## src/rtl/id_regfile_dump_ctrl_pkg.sv

```systemverilog
// Shared types and defaults for the ID-stage register-file dump controller.
// Default widths plus the dump FSM state encoding.
package id_regfile_dump_ctrl_pkg;
    localparam int NB_DATA_DEF      = 32;
    localparam int NB_REG_DEF       = 5;
    localparam int SIZE_REG_DEF     = 32;
    localparam int DRAIN_CYCLES_DEF = 3;
    localparam int NB_DRAIN_DEF     = 2;

    typedef enum logic [1:0] {
        IDLE  = 2'd0,
        DRAIN = 2'd1,
        DUMP  = 2'd2,
        DONE  = 2'd3
    } dump_state_e;

    // Debug writes only reach the write port when writeback is quiet and no dump is running.
    function automatic logic dbg_write_wins(logic wb_write, logic dbg_write, dump_state_e st);
        return !wb_write && dbg_write && (st == IDLE);
    endfunction
endpackage

```

## src/rtl/id_regfile_dump_ctrl_dump_counter.sv

```systemverilog
// Drain countdown and dump index for the register-file dump controller.
// drain_zero and idx_last are the terminal flags the FSM branches on.
module id_dump_counter #(
    parameter int NB_REG       = 5,
    parameter int SIZE_REG     = 32,
    parameter int DRAIN_CYCLES = 3,
    parameter int NB_DRAIN     = 2
) (
    input  logic              clk,
    input  logic              reset,
    input  logic              drain_load,
    input  logic              drain_dec,
    input  logic              idx_inc,
    input  logic              idx_clr,
    output logic              drain_zero,
    output logic [NB_REG-1:0] idx,
    output logic              idx_last
);
    logic [NB_DRAIN-1:0] drain_cnt;

    assign drain_zero = (drain_cnt == '0);
    assign idx_last   = (idx == NB_REG'(SIZE_REG - 1));

    always_ff @(posedge clk) begin
        if (reset) begin
            drain_cnt <= '0;
            idx       <= '0;
        end else begin
            if (drain_load)
                drain_cnt <= NB_DRAIN'(DRAIN_CYCLES - 1);
            else if (drain_dec && !drain_zero)
                drain_cnt <= drain_cnt - 1'b1;

            // The last accepted word wraps the index back to 0 for the next dump.
            if (idx_clr)
                idx <= '0;
            else if (idx_inc)
                idx <= idx_last ? '0 : idx + 1'b1;
        end
    end
endmodule

```

## src/rtl/id_regfile_dump_ctrl.sv

```systemverilog
// Owns the register-file write port and read port 1: arbitrates writeback vs debug
// writes, and on request stalls, drains, then streams every register to the debug unit.
module id_regfile_dump_ctrl
    import id_regfile_dump_ctrl_pkg::*;
#(
    parameter int NB_DATA      = NB_DATA_DEF,
    parameter int NB_REG       = NB_REG_DEF,
    parameter int SIZE_REG     = SIZE_REG_DEF,
    parameter int DRAIN_CYCLES = DRAIN_CYCLES_DEF,
    parameter int NB_DRAIN     = NB_DRAIN_DEF
) (
    input  logic               i_clk,
    input  logic               i_reset,
    input  logic               i_wb_write,
    input  logic [NB_REG-1:0]  i_wb_addr,
    input  logic [NB_DATA-1:0] i_wb_data,
    input  logic               i_dbg_write,
    input  logic [NB_REG-1:0]  i_dbg_addr,
    input  logic [NB_DATA-1:0] i_dbg_data,
    output logic               o_dbg_wr_grant,
    input  logic               i_dbg_dump_req,
    input  logic               i_dbg_ready,
    output logic               o_dbg_valid,
    output logic [NB_REG-1:0]  o_dbg_addr,
    output logic [NB_DATA-1:0] o_dbg_data,
    output logic               o_dbg_done,
    output logic               o_stall,
    input  logic [NB_REG-1:0]  i_rs,
    output logic [NB_REG-1:0]  o_rf_raddr,
    input  logic [NB_DATA-1:0] i_rf_rdata,
    output logic               o_rf_write,
    output logic [NB_REG-1:0]  o_rf_waddr,
    output logic [NB_DATA-1:0] o_rf_wdata
);
    dump_state_e       state;
    logic              drain_zero;
    logic              idx_last;
    logic [NB_REG-1:0] idx;
    logic              handshake;

    assign handshake = o_dbg_valid && i_dbg_ready;

    id_dump_counter #(
        .NB_REG       (NB_REG),
        .SIZE_REG     (SIZE_REG),
        .DRAIN_CYCLES (DRAIN_CYCLES),
        .NB_DRAIN     (NB_DRAIN)
    ) u_cnt (
        .clk        (i_clk),
        .reset      (i_reset),
        .drain_load ((state == IDLE) && i_dbg_dump_req),
        .drain_dec  (state == DRAIN),
        .idx_inc    (handshake),
        .idx_clr    (state == DRAIN),
        .drain_zero (drain_zero),
        .idx        (idx),
        .idx_last   (idx_last)
    );

    assign o_dbg_wr_grant = dbg_write_wins(i_wb_write, i_dbg_write, state);

    always_comb begin
        o_rf_write = 1'b0;
        o_rf_waddr = i_wb_addr;
        o_rf_wdata = i_wb_data;
        if (i_wb_write) begin
            o_rf_write = 1'b1;
        end else if (o_dbg_wr_grant) begin
            o_rf_write = 1'b1;
            o_rf_waddr = i_dbg_addr;
            o_rf_wdata = i_dbg_data;
        end
    end

    // During the dump read port 1 is stolen from the decoder; the stall keeps ID from using it.
    assign o_rf_raddr = (state == DUMP) ? idx : i_rs;
    assign o_dbg_addr = idx;
    assign o_dbg_data = i_rf_rdata;

    always_ff @(posedge i_clk) begin
        if (i_reset) begin
            state       <= IDLE;
            o_stall     <= 1'b0;
            o_dbg_valid <= 1'b0;
            o_dbg_done  <= 1'b0;
        end else begin
            case (state)
                IDLE: if (i_dbg_dump_req) begin
                    state   <= DRAIN;
                    o_stall <= 1'b1;
                end
                DRAIN: if (drain_zero) begin
                    state       <= DUMP;
                    o_dbg_valid <= 1'b1;
                end
                DUMP: if (handshake && idx_last) begin
                    state       <= DONE;
                    o_dbg_valid <= 1'b0;
                    o_dbg_done  <= 1'b1;
                end
                DONE: begin
                    state      <= IDLE;
                    o_dbg_done <= 1'b0;
                    o_stall    <= 1'b0;
                end
                default: state <= IDLE;
            endcase
        end
    end
endmodule
```

## config.mk

```make
export PLATFORM = sky130hd
export DESIGN_NAME = id_regfile_dump_ctrl
export DESIGN_NICKNAME = d
export VERILOG_FILES = /design/src/rtl/id_regfile_dump_ctrl_pkg.sv /design/src/rtl/id_regfile_dump_ctrl_dump_counter.sv /design/src/rtl/id_regfile_dump_ctrl.sv
export SDC_FILE = /design/constraint.sdc
export NUM_CORES = 1
export LEC_CHECK = 0
export BUFFER_PORTS_ARGS = -buffer_cell sky130_fd_sc_hd__buf_2
export CORE_AREA = 3 3 76 78
export DETAILED_ROUTE_END_ITERATION = 7
export DIE_AREA = 0 0 79 81
export PLACE_DENSITY = 0.76
export SYNTH_ARGS = -nofsm -noshare
export SYNTH_HDL_FRONTEND = slang
export SYNTH_SLANG_ARGS = --single-unit
```

## constraint.sdc

```tcl
create_clock -name i_clk -period 2.26 [get_ports i_clk]
set_input_delay 0.339 -clock i_clk [delete_from_list [all_inputs] [get_ports i_clk]]
set_output_delay 0.339 -clock i_clk [all_outputs]
set_load 0.005 [all_outputs]
```

==> Word level (Yosys, flattened, before mapping) <==
Cells that the tools add are included.
{ "classes": {"div": 0, "n_mux": 21, "shift": 0, "bitwise_logic": 0, "reduce_logical": 20, "magnitude_cmp": 0, "mul": 0, "eq_ne": 7, "addsub": 2} }
{ "op_table": {"columns": ["cell", "count"], "rows": [
  ["$mux 32", 2],
  ["$mux 5", 4],
  ["$mux 2", 5],
  ["$pmux 2 s4", 1],
  ["$reduce_bool 2->1", 4],
  ["$logic_and 1x1->1", 6],
  ["$mux 1", 6],
  ["$pmux 1 s2", 3],
  ["$reduce_and 3->1", 2],
  ["$add 5x1->5 const B", 1],
  ["$eq 5x5->1 const B", 1],
  ["$eq 2x2->1 const B", 2],
  ["$logic_not 2->1", 2],
  ["$ne 2x2->1 const B", 2],
  ["$reduce_and 2->1", 2],
  ["$reduce_or 2->1", 2],
  ["$eq 2x1->1 const B", 1],
  ["$logic_not 1->1", 2],
  ["$ne 2x1->1 const B", 1],
  ["$sub 2x1->2 const B", 1]
]} }
{ "totals": {"out_inout_bits": 84, "rom_bits": 0, "in_bits": 117, "ramBits": 0, "latch_bits": 0, "elab_cells": 57, "ff_bits": 12, "mem_count": 0} }

==> Logic depth before layout (Yosys ltp) <==
Gate-level depths: netlist of the first run.
{ "depth": {"depth_word": 5, "depth_mapped": 6, "ltp_nobuf": 6} }

==> Modules after synthesis <==
A second synthesis of the first run with hierarchy kept.
{ "unflattened": {"cells_unflattened": 150, "hier_area_um2": 1485.2} }
{ "by_module_without_submodules": {"columns": ["mod", "area_per_inst_um2", "instances", "seq_area_each_um2", "cells_each"], "rows": [
  ["id_regfile_dump_ctrl", 1141.1, 1, 100.1, 117],
  ["id_dump_counter", 344.1, 1, 140.1, 33]
]} }

==> Worst setup path before layout of the first run <==
Ideal clock, no wire load.
{ "synth_timing": {"path_type": "register -> output", "startpoint": "register state[0]", "endpoint": "output port o_rf_wdata[16]", "path_slack_ns": 0.440, "path_stages_with_launch": 7, "t_arrival_ns": 1.481, "cell_sequence": "dfxtp_1 > inv_1 > ha_1 > nand3b_1 > buf_2 > buf_6 > mux2_2"} }
{ "synth_via": {"elab_chain_len": 4} }
{ "synth_lines": {"columns": ["item", "line", "rtl"], "rows": [
  ["start, declared", "id_regfile_dump_ctrl.sv:35", "dump_state_e state;"],
  ["start signal, assigned", "id_regfile_dump_ctrl.sv:82", "state <= IDLE;"],
  ["start signal, assigned", "id_regfile_dump_ctrl.sv:89", "state <= DRAIN;"],
  ["start signal, assigned", "id_regfile_dump_ctrl.sv:93", "state <= DUMP;"],
  ["$logic_not 2->1", "id_regfile_dump_ctrl_pkg.sv:19", "return !wb_write && dbg_write && (st == IDLE);"],
  ["$logic_and 1x1->1", "id_regfile_dump_ctrl_pkg.sv:19", null],
  ["$mux 32", "id_regfile_dump_ctrl.sv:68", "end else if (o_dbg_wr_grant) begin"],
  ["$mux 32", "id_regfile_dump_ctrl.sv:66", "if (i_wb_write) begin"],
  ["end, declared", "id_regfile_dump_ctrl.sv:33", "output logic [NB_DATA-1:0] o_rf_wdata"]
]} }
Every way passes these cells.

==> Worst setup path in the final report of the first run <==
{ "layout_timing": {"startpoint": "register state[1]", "endpoint": "output port o_rf_wdata[28]"} }
The elaborated chain is that of the path after synthesis.

==> qor.txt, run 1 <==
worst hold start -> i_dbg_dump_req
Net Sw Frac -> 36.7%
# setup viols final -> 0
die area -> 6400 µm²
worst r2r src -> u_cnt.idx[0]
gpl congestion -> 0.758
H-tree levels -> 1
final wirelength -> 4660 µm
placed insts -> 323
CTS max path bufs -> 2
crit path from -> state[1]
Reg power frac -> 22.4%
nets -> 387
Clock Pin Slew Worst Setup and Hold Paths -> 0.05 ns
Least-Margin Pin Slew -> 0.440 ns
I/O Pins -> 201
post-synthesis instance area -> 1420 µm²
YS warnings -> 0
starting density of the core -> 27.6%
sequential share of the synthesized area -> 16.9%
DP Area -> 1930 µm²
Die Span Y -> 81 µm
Max Clk Rate -> 0.461 GHz
I/O Buffers -> 136
CP Class -> flop to output port
layout overhead on the synthesized area -> 42.4%
layer with the highest usage -> met2
commonest non-fill, non-tap cell in the layout -> buf_2
R2R depth -> 6
Pwr Density -> 661 nW/µm²
CP max stage cell -> dfxtp_1
hold_ws -> 0.321 ns
Hold Crit Class -> input pin to flop
Non-Filler Instances -> 330
CP Cell Sequence -> inv_1 > ha_2 > nand3b_1 > buf_4 > buf_12 > mux2_2 > buf_2
Rows -> 26
Worst Skew -> 0.00228 ns
Vias per Instance -> 4.47
Root Buffer -> clkbuf_8
clk sinks -> 12
clk_lat worst skew -> 0.24 ns
relative slew slack -> 70.7%
Worst Path Required -> 1.92 ns
Worst Path Max Fanout -> 19
grt total ovfl -> 0
fillers -> 523
Routed Antenna Nets -> 0
maxcap violations -> 0
drt drc -> 0
Chip Width -> 79 µm
Syn Area/Cell -> 9.22 µm²
switching power -> 491 µW
Total GRT Usage -> 12.0%
Slew Limit Fails -> 0
minimum clock period -> 2.17 ns
peak supply drop -> 318 µV
CP top delay family -> buffers and inverters
met1 GRT Util -> 14.6%
share of power burned in combinational logic -> 63.1%
share of layout cells above drive strength 1 -> 73.1%
final period utilization -> 95.9%
CTS tree -> yes
CP max stage delay -> 0.38 ns
initial DRC count -> 43
first-pass GRT wire length -> 6070 µm
largest family of logic cells by synthesized area -> multiplexers
Multi-input gate area -> 875 µm²
met3 Track Usage GR -> 3.77%
largest net degree at the start of global routing -> 39
Synth Area in Adders -> 7.05%
P_leak -> 0.00104 µW
CTS buffer count -> 3
hold depth -> 2
post-synthesis mux area share -> 34.8%
worst path arrival time -> 1.83 ns
vias -> 1476
Mapped Nets -> 279
Sum Neg Setup Slack -> 0 ns
run status -> completed
DR pass1 iterations -> 2
final hold vios -> 0
area occupied by registers -> 240 µm²
Critical path buffers and inverters -> 4
total design power -> 1340 µW
simple-gate share of the synthesized area -> 10.1%
cell depth of the worst setup path -> 7
Synth Instances -> 154
clock share of power -> 14.6%
met2 usage -> 18.8%
Synth Register Bits -> 12
DP HPWL -> 3810 µm
Startpoint Class -> flop
compound-gate portion of the synthesized area -> 8.81%
vias in the first global route -> 1358
routed len/inst -> 14.1 µm
most frequent cells in the layout -> buf_2, mux2_2, dfxtp_1
xor and xnor area share after synthesis -> 0.617%
antenna violations before repair -> 0
Distinct cells, synth -> 32
Placeable Area -> 5140 µm²
n_diodes -> 0
Pint -> 846 µW
CP Capture Type -> output port
design area -> 2020 µm²
## per-layer routing
| layer | share of wire (%) | wire [µm] | vias up |
|---|---|---|---|
| li1 | - | - | 727 |
| met1 | 40 | 1880 | 644 |
| met2 | 48 | 2240 | 91 |
| met3 | 9.8 | 456 | 14 |
| met4 | 1.9 | 88 | 0 |
| met5 | 0 | 0 | - |
## cell type report
cell class | instances | area share (%)
multi-input cells | 97 | 43.3
repair buffers | 141 | 37.2
flip-flops and latches | 12 | 11.9
well taps | 70 | 4.33
clock buffers | 3 | 2.04
inverters | 7 | 1.30
## worst paths after layout
check                       endpoint  slack (ns)
setup / recovery      o_rf_wdata[28]        0.09
hold / removal    u_cnt.drain_cnt[0]        0.32
setup reg to reg          o_dbg_done        0.34
hold reg to reg           o_dbg_done        0.47
## cells in the mapped netlist (all sizes together)
| cell | count | area share, % |
|---|---|---|
| nand3 | 5 | 1.8 |
| or2 | 2 | 0.88 |
| xnor2 | 1 | 0.62 |
| a21o | 1 | 0.53 |
| or4 | 1 | 0.53 |
| mux2i | 1 | 0.70 |
| buf | 37 | 20 |
| a21oi | 10 | 3.5 |
| o21ai | 4 | 1.4 |
| dfxtp | 12 | 17 |
| or3b | 1 | 0.62 |
| nor2 | 2 | 0.53 |
| a211oi | 3 | 2.3 |
| nor2b | 2 | 0.88 |
| or4b | 1 | 0.70 |
| clkbuf | 1 | 0.26 |
| nand2 | 4 | 1.2 |
| mux2 | 43 | 34 |
| inv | 7 | 1.9 |
| a31oi | 1 | 0.44 |
| a211o | 1 | 0.62 |
| and3 | 1 | 0.44 |
| nor4bb | 1 | 0.70 |
| nor4 | 1 | 0.44 |
| nand3b | 1 | 0.53 |
| nand2b | 2 | 0.88 |
| ha | 8 | 7.0 |
## cell families after synthesis
group           Yosys count
simple gates             24
flops                    12
fa+ha+maj                 8
xor+xnor                  1
mux                      44
buf+inv                  45
compound gates           20
## power by group through the flow
stage / clock [µW] / combinational [µW] / sequential [µW]
finish: 195 / 843 / 299
global route: 207 / 932 / 308
CTS: 202 / 800 / 299
detailed placement: 0 / 796 / 304
global placement: 0 / 775 / 300
floorplan: 0 / 554 / 296
## metrics by stage
step | setup WS, ns | util (%)
global route | -0.00543 | 39.3
floorplan | 0.440 | -
global placement | 0.336 | 37.5
finish | 0.0922 | 39.3
CTS | 0.00828 | 38.3
detailed placement | 0.273 | 37.5
## sequential cells by signal (all words and copies together) (netlist names)
register,cells
u_cnt.drain_cnt,2
state,2
o_dbg_valid,1
u_cnt.idx,5
o_stall,1
o_dbg_done,1
## timing repair
| item | in CTS | in global routing |
|---|---|---|
| endpoints found under the hold margin | 0 | 0 |
| setup buffers | 0 | 2 |
| gates resized for setup | 0 | 1 |
| endpoints found under the setup margin | 0 | 37 |
| hold buffers | 0 | 0 |
No activity file was read; power rests on OpenSTA's default activity.
==> run 2, diff against run 1 <==
Settings changed: ABC_AREA set to 1, ABC_CLOCK_PERIOD_IN_PS set to 2260, CORE_AREA 3 3 76 78 to 3 3 77 79, DIE_AREA 0 0 79 81 to 0 0 80 82, PLACE_DENSITY 0.76 to 0.75, SLEW_MARGIN set to 20.
==> qor.txt, run 2 <==
final wirelength -> 4520 µm (was 4660 µm)
layout overhead on the synthesized area -> 35.9% (was 42.4%)
Slew Limit Fails -> 0 (unchanged)
design area -> 1970 µm² (was 2020 µm²)
top_reg_cell synth -> dfxtp_1 (unchanged)
vias -> 1843 (was 1476)
most used cell, CP -> nand2_1
I/O Pins -> 201 (unchanged)
share of layout cells above drive strength 1 -> 39.8% (was 73.1%)
Mapped Nets -> 384 (was 279)
simple-gate share of the synthesized area -> 42.1% (was 10.1%)
minimum clock period -> 2.05 ns (was 2.17 ns)
largest net degree at the start of global routing -> 39 (unchanged)
switching power -> 539 µW (was 491 µW)
most frequent cells in the layout -> nand2_1, buf_2, inv_1 (was buf_2, mux2_2, dfxtp_1)
CP Class -> flop to output port (unchanged)
top post-synthesis cells by count -> nand2_1, buf_4, inv_1, dfxtp_1 (was mux2_2, buf_4, dfxtp_1, a21oi_1, ha_1)
Startpoint Class -> flop (unchanged)
share of power burned in combinational logic -> 58.4% (was 63.1%)
Synth Area in Adders -> 6.91% (was 7.05%)
Routed Antenna Nets -> 0 (unchanged)
hold_ws -> 0.326 ns (was 0.321 ns)
Least-Margin Pin Slew -> 0.361 ns (was 0.440 ns)
Synth Instances -> 259 (was 154)
Distinct cells, synth -> 19 (was 32)
final period utilization -> 90.9% (was 95.9%)
vias in the first global route -> 1474 (was 1358)
# setup viols final -> 0 (unchanged)
initial DRC count -> 40 (was 43)
post-synthesis mux area share -> 0% (was 34.8%)
Vias per Instance -> 4.28 (was 4.47)
max reg flops -> 5 (unchanged)
CP max stage cell -> dfxtp_1 (unchanged)
RSZ-0062 raised after global routing -> false
Worst Path Required -> 1.92 ns (about the same)
nets -> 485 (was 387)
antenna violations before repair -> 0 (unchanged)
Placeable Area -> 5410 µm² (was 5140 µm²)
DP HPWL -> 3860 µm (was 3810 µm)
post-cts resize count -> 0 (unchanged)
grt total ovfl -> 0 (unchanged)
final hold vios -> 0 (unchanged)
Clock Pin Slew Worst Setup and Hold Paths -> 0.05 ns (about the same)
top-count cell post-synth -> nand2_1 (was mux2_2)
CP max stage delay -> 0.37 ns (was 0.38 ns)
maxcap violations -> 0 (unchanged)
first-pass GRT wire length -> 6390 µm (was 6070 µm)
relative slew slack -> 75.9% (was 70.7%)
Die Span Y -> 82 µm (was 81 µm)
CTS tree -> yes (unchanged)
CP top delay family -> buffers and inverters (unchanged)
synth top area cells -> nand2_1, dfxtp_1, buf_4 (was mux2_2, dfxtp_1, buf_4)
Pint -> 730 µW (was 846 µW)
asr flop ratio synth -> 0% (unchanged)
Reg power frac -> 22.9% (was 22.4%)
Syn Area/Cell -> 5.59 µm² (was 9.22 µm²)
xor and xnor area share after synthesis -> 0.604% (was 0.617%)
peak supply drop -> 281 µV (was 318 µV)
Hold Crit Class -> input pin to flop (unchanged)
Chip Width -> 80 µm (was 79 µm)
Root Buffer -> clkbuf_8 (unchanged)
DR pass1 iterations -> 4 (was 2)
starting density of the core -> 26.8% (was 27.6%)
Worst Skew -> 0.00142 ns (was 0.00228 ns)
post-synthesis instance area -> 1450 µm² (was 1420 µm²)
Worst Path Max Fanout -> 38 (was 19)
clk sinks -> 12 (unchanged)
Top Registers -> u_cnt.idx (5), state (2), u_cnt.drain_cnt (2) (unchanged)
DP Area -> 1910 µm² (was 1930 µm²)
YS warnings -> 0 (unchanged)
Net Sw Frac -> 42.5% (was 36.7%)
Synth Register Bits -> 12 (unchanged)
Post-CTS Setup Bufs -> 0 (unchanged)
H-tree levels -> 1 (unchanged)
Sum Neg Setup Slack -> 0 ns (unchanged)
Pwr Density -> 644 nW/µm² (was 661 nW/µm²)
Rows -> 27 (was 26)
Max Clk Rate -> 0.487 GHz (was 0.461 GHz)
post-synth top area share -> 35.5% (was 31.7%)
Top reg by flops -> u_cnt.idx (unchanged)
run status -> completed (unchanged)
worst path arrival time -> 1.72 ns (was 1.83 ns)
CTS max path bufs -> 2 (unchanged)
cell taking the most area after synthesis -> nand2_1 (was mux2_2)
P_leak -> 0.00128 µW (was 0.00104 µW)
commonest non-fill, non-tap cell in the layout -> nand2_1 (was buf_2)
Total GRT Usage -> 12.2% (was 12.0%)
routed len/inst -> 10.5 µm (was 14.1 µm)
clock share of power -> 18.7% (was 14.6%)
clk_lat worst skew -> 0.24 ns (about the same)
CP Cell Sequence -> inv_1 > ha_1 > nand3_2 > buf_4 > nand2_1 > nand2_1 > buf_2 (was inv_1 > ha_2 > nand3b_1 > buf_4 > buf_12 > mux2_2 > buf_2)
largest family of logic cells by synthesized area -> simple AND/OR/NAND/NOR gates (was multiplexers)
die area -> 6560 µm² (was 6400 µm²)
drt drc -> 0 (unchanged)
compound-gate portion of the synthesized area -> 6.13% (was 8.81%)
I/O Buffers -> 136 (unchanged)
Post-synth EDFFs -> 0 (unchanged)
cts hold-fix bufs -> 0 (unchanged)
Critical path buffers and inverters -> 3 (was 4)
fillers -> 604 (was 523)
gpl congestion -> 0.816 (was 0.758)
n_diodes -> 0 (unchanged)
CP Capture Type -> output port (unchanged)
CTS buffer count -> 3 (unchanged)
sequential share of the synthesized area -> 16.6% (was 16.9%)
## run 2: cell type report
cell class                 count  area (µm²)  share of cell area, %
clock buffer                   4        55.1                   2.80
inverter                      23        88.8                   4.51
multi-input combinational    183         807                   41.0
sequential                    12         240                   12.2
tap                           72        90.1                   4.57
timing repair buffer         137         688                   34.9
## run 2: kinds of logic (layout without fill, tap and decap cells)
kind of cell | after synthesis | in the layout
AOI/OAI and AO/OA | 17 | 17
xor gates and xnor gates | 1 | 1
adders and majority gates | 8 | 8
buffers and inverters | 64 | 164
DFF | 12 | 12
and+or+nand+nor | 157 | 157
## run 2: worst paths after layout
path	from	endpoint	slack [ns]	depth (start not counted)
hold reg to reg	o_dbg_done	o_dbg_done	0.47	1
hold / removal	i_reset	u_cnt.drain_cnt[0]	0.33	2
setup / recovery	state[0]	o_rf_waddr[3]	0.21	7
setup reg to reg	u_cnt.idx[1]	state[0]	0.64	10
## run 2: stage by stage
stage | worst slack, ns | utilization (%) | cells | power [µW]
floorplan | 0.747 | - | 259 | 808
global placement | 0.435 | 35.4 | 427 | 1020
detailed placement | 0.338 | 35.4 | 427 | 1040
CTS | 0.0593 | 36.4 | 431 | 1290
global route | 0.0285 | 36.4 | 431 | 1420
finish | 0.205 | 36.4 | 431 | 1270
## run 2: metal layers
layer | wire length, µm | part of all wire, % | vias to the layer above | GRT usage [%]
li1 | - | - | 949 | -
met1 | 1710 | 38 | 773 | 13.8
met2 | 2260 | 50 | 109 | 20.9
met3 | 451 | 10 | 12 | 3.73
met4 | 99 | 2.2 | 0 | 5.24
met5 | 0 | 0 | - | 0
## run 2: power by group through the flow
stage | clock network, µW | registers, µW | logic (µW)
4_1_cts | 247 | 291 | 752
5_1_grt | 257 | 297 | 864
3_5_place_dp | 0 | 295 | 744
3_3_place_gp | 0 | 290 | 730
6_report | 238 | 290 | 741
2_1_floorplan | 0 | 289 | 519
==> run 3, diff against run 2 <==
Settings changed: RECOVER_POWER set to 100.
==> qor.txt, run 3 (synthesis results as in run 2) <==
run status -> completed (unchanged)
Reg power frac -> 23.2% (was 22.9%)
Multi-input gate area -> 807 µm² (unchanged)
DP HPWL -> 3860 µm (unchanged)
die area -> 6560 µm² (unchanged)
P_leak -> 0.00119 µW (was 0.00128 µW)
I/O Buffers -> 136 (unchanged)
Total GRT Usage -> 12.2% (unchanged)
most frequent cells in the layout -> nand2_1, buf_2, clkbuf_1 (was nand2_1, buf_2, inv_1)
routed metal-1 wirelength -> 1780 µm (was 1710 µm)
total design power -> 1250 µW (was 1270 µW)
antenna violations before repair -> 0 (unchanged)
placed insts -> 427 (unchanged)
CTS buffer count -> 3 (unchanged)
drt drc -> 0 (unchanged)
n_diodes -> 0 (unchanged)
CTS max path bufs -> 2 (unchanged)
Startpoint Class -> flop (unchanged)
vias -> 1816 (was 1843)
Worst Skew -> 0.00149 ns (was 0.00142 ns)
Net Sw Frac -> 43.3% (was 42.5%)
layout overhead on the synthesized area -> 33.5% (was 35.9%)
hold_ws -> 0.326 ns (about the same)
share of layout cells above drive strength 1 -> 32.0% (was 39.8%)
max reg flops -> 5 (unchanged)
grt total ovfl -> 0 (unchanged)
gpl congestion -> 0.816 (unchanged)
post-layout util -> 35.8% (was 36.4%)
area occupied by registers -> 240 µm² (unchanged)
met3 WL -> 408 µm (was 451 µm)
Slew Limit Fails -> 0 (unchanged)
cts hold-fix bufs -> 0 (unchanged)
Hold Crit Class -> input pin to flop (unchanged)
fillers -> 619 (was 604)
routed len/inst -> 10.6 µm (was 10.5 µm)
Vias per Instance -> 4.21 (was 4.28)
largest net degree at the start of global routing -> 39 (unchanged)
Routed Antenna Nets -> 0 (unchanged)
RSZ-0062 raised after global routing -> false (unchanged)
minimum clock period -> 2.06 ns (was 2.05 ns)
Rows -> 27 (unchanged)
commonest non-fill, non-tap cell in the layout -> nand2_1 (unchanged)
Pwr Density -> 647 nW/µm² (was 644 nW/µm²)
worst hold start -> i_reset (unchanged)
worst r2r src -> u_cnt.idx[1] (unchanged)
Pint -> 709 µW (was 730 µW)
clk_lat worst skew -> 0.24 ns (about the same)
clock share of power -> 19.0% (was 18.7%)
final hold vios -> 0 (unchanged)
relative slew slack -> 76.1% (was 75.9%)
Least-Margin Pin Slew -> 0.359 ns (was 0.361 ns)
switching power -> 542 µW (was 539 µW)
Top reg by flops -> u_cnt.idx (unchanged)
Chip Width -> 80 µm (unchanged)
final wirelength -> 4550 µm (was 4520 µm)
worst path arrival time -> 1.72 ns (about the same)
H-tree levels -> 1 (unchanged)
CTS tree -> yes (unchanged)
crit path from -> state[0] (unchanged)
share of power burned in combinational logic -> 57.8% (was 58.4%)
starting density of the core -> 26.8% (unchanged)
Non-Filler Instances -> 431 (unchanged)
initial DRC count -> 57 (was 40)
Worst Path Required -> 1.92 ns (about the same)
Die Span Y -> 82 µm (unchanged)
Worst Path Max Fanout -> 38 (unchanged)
highest metal used -> met4 (unchanged)
Max Clk Rate -> 0.486 GHz (was 0.487 GHz)
Detail Route met2 WL -> 2270 µm (was 2260 µm)
Top Registers -> u_cnt.idx (5), state (2), u_cnt.drain_cnt (2) (unchanged)
maxcap violations -> 0 (unchanged)
Sum Neg Setup Slack -> 0 ns (unchanged)
I/O Pins -> 201 (unchanged)
nets -> 485 (unchanged)
# setup viols final -> 0 (unchanged)
peak supply drop -> 280 µV (was 281 µV)
final period utilization -> 91.1% (was 90.9%)
vias in the first global route -> 1474 (unchanged)
Clock Pin Slew Worst Setup and Hold Paths -> 0.05 ns (about the same)
CP Capture Type -> output port (unchanged)
Placeable Area -> 5410 µm² (unchanged)
DR pass1 iterations -> 4 (unchanged)
first-pass GRT wire length -> 6390 µm (unchanged)
CP Class -> flop to output port (unchanged)
Root Buffer -> clkbuf_8 (unchanged)
clk sinks -> 12 (unchanged)
## run 3: cell types whose count changed in the layout (fill, tap and decap cells not counted)
cell / delta
buf_2: -28
clkbuf_1: +28
## run 3: worst paths after layout
check                        to  slack, ns  cells after the start
max reg2reg            state[0]       0.65                     10
min reg2reg          o_dbg_done       0.47                      1
min          u_cnt.drain_cnt[0]       0.33                      2
max               o_rf_wdata[5]       0.20                      7
## run 3: stage by stage
step | setup WS (ns) | instance area [µm²]
finish | 0.200 | 1930
global route | 0.0177 | 1930
global placement | 0.435 | 1910
CTS | 0.0593 | 1970
floorplan | 0.747 | 1450
detailed placement | 0.338 | 1910
## run 3: worst max-delay path: stages (launching register included)
cell and delay [ns]:
dfxtp_1 0.37, inv_1 0.10, ha_1 0.24, nand3_2 0.11
buf_4 0.33, nand2_1 0.09, nand2_1 0.10, clkbuf_1 0.12
## run 3: what timing repair did
item,4_1_cts,5_1_grt
endpoints found under the setup margin,0,34
setup buffers,0,0
resized for setup,0,2
## run 3: per-layer routing
layer | vias to the layer above | GRT usage (%)
met5 | - | 0
met4 | 0 | 5.24
met3 | 12 | 3.73
met2 | 98 | 20.9
met1 | 757 | 13.8
li1 | 949 | -
## run 3: area by class of cell
cell class / count / area share [%]
multi-input combinational: 183 / 41.7
timing repair buffer: 137 / 33.8
sequential: 12 / 12.4
tap: 72 / 4.66
inverter: 23 / 4.59
clock buffer: 4 / 2.85
## run 3: power by group through the flow
stage	combinational (µW)	clock (µW)	sequential [µW]
2_1_floorplan	519	0	289
4_1_cts	752	247	291
6_report	723	238	290
3_5_place_dp	744	0	295
5_1_grt	845	257	297
3_3_place_gp	730	0	290
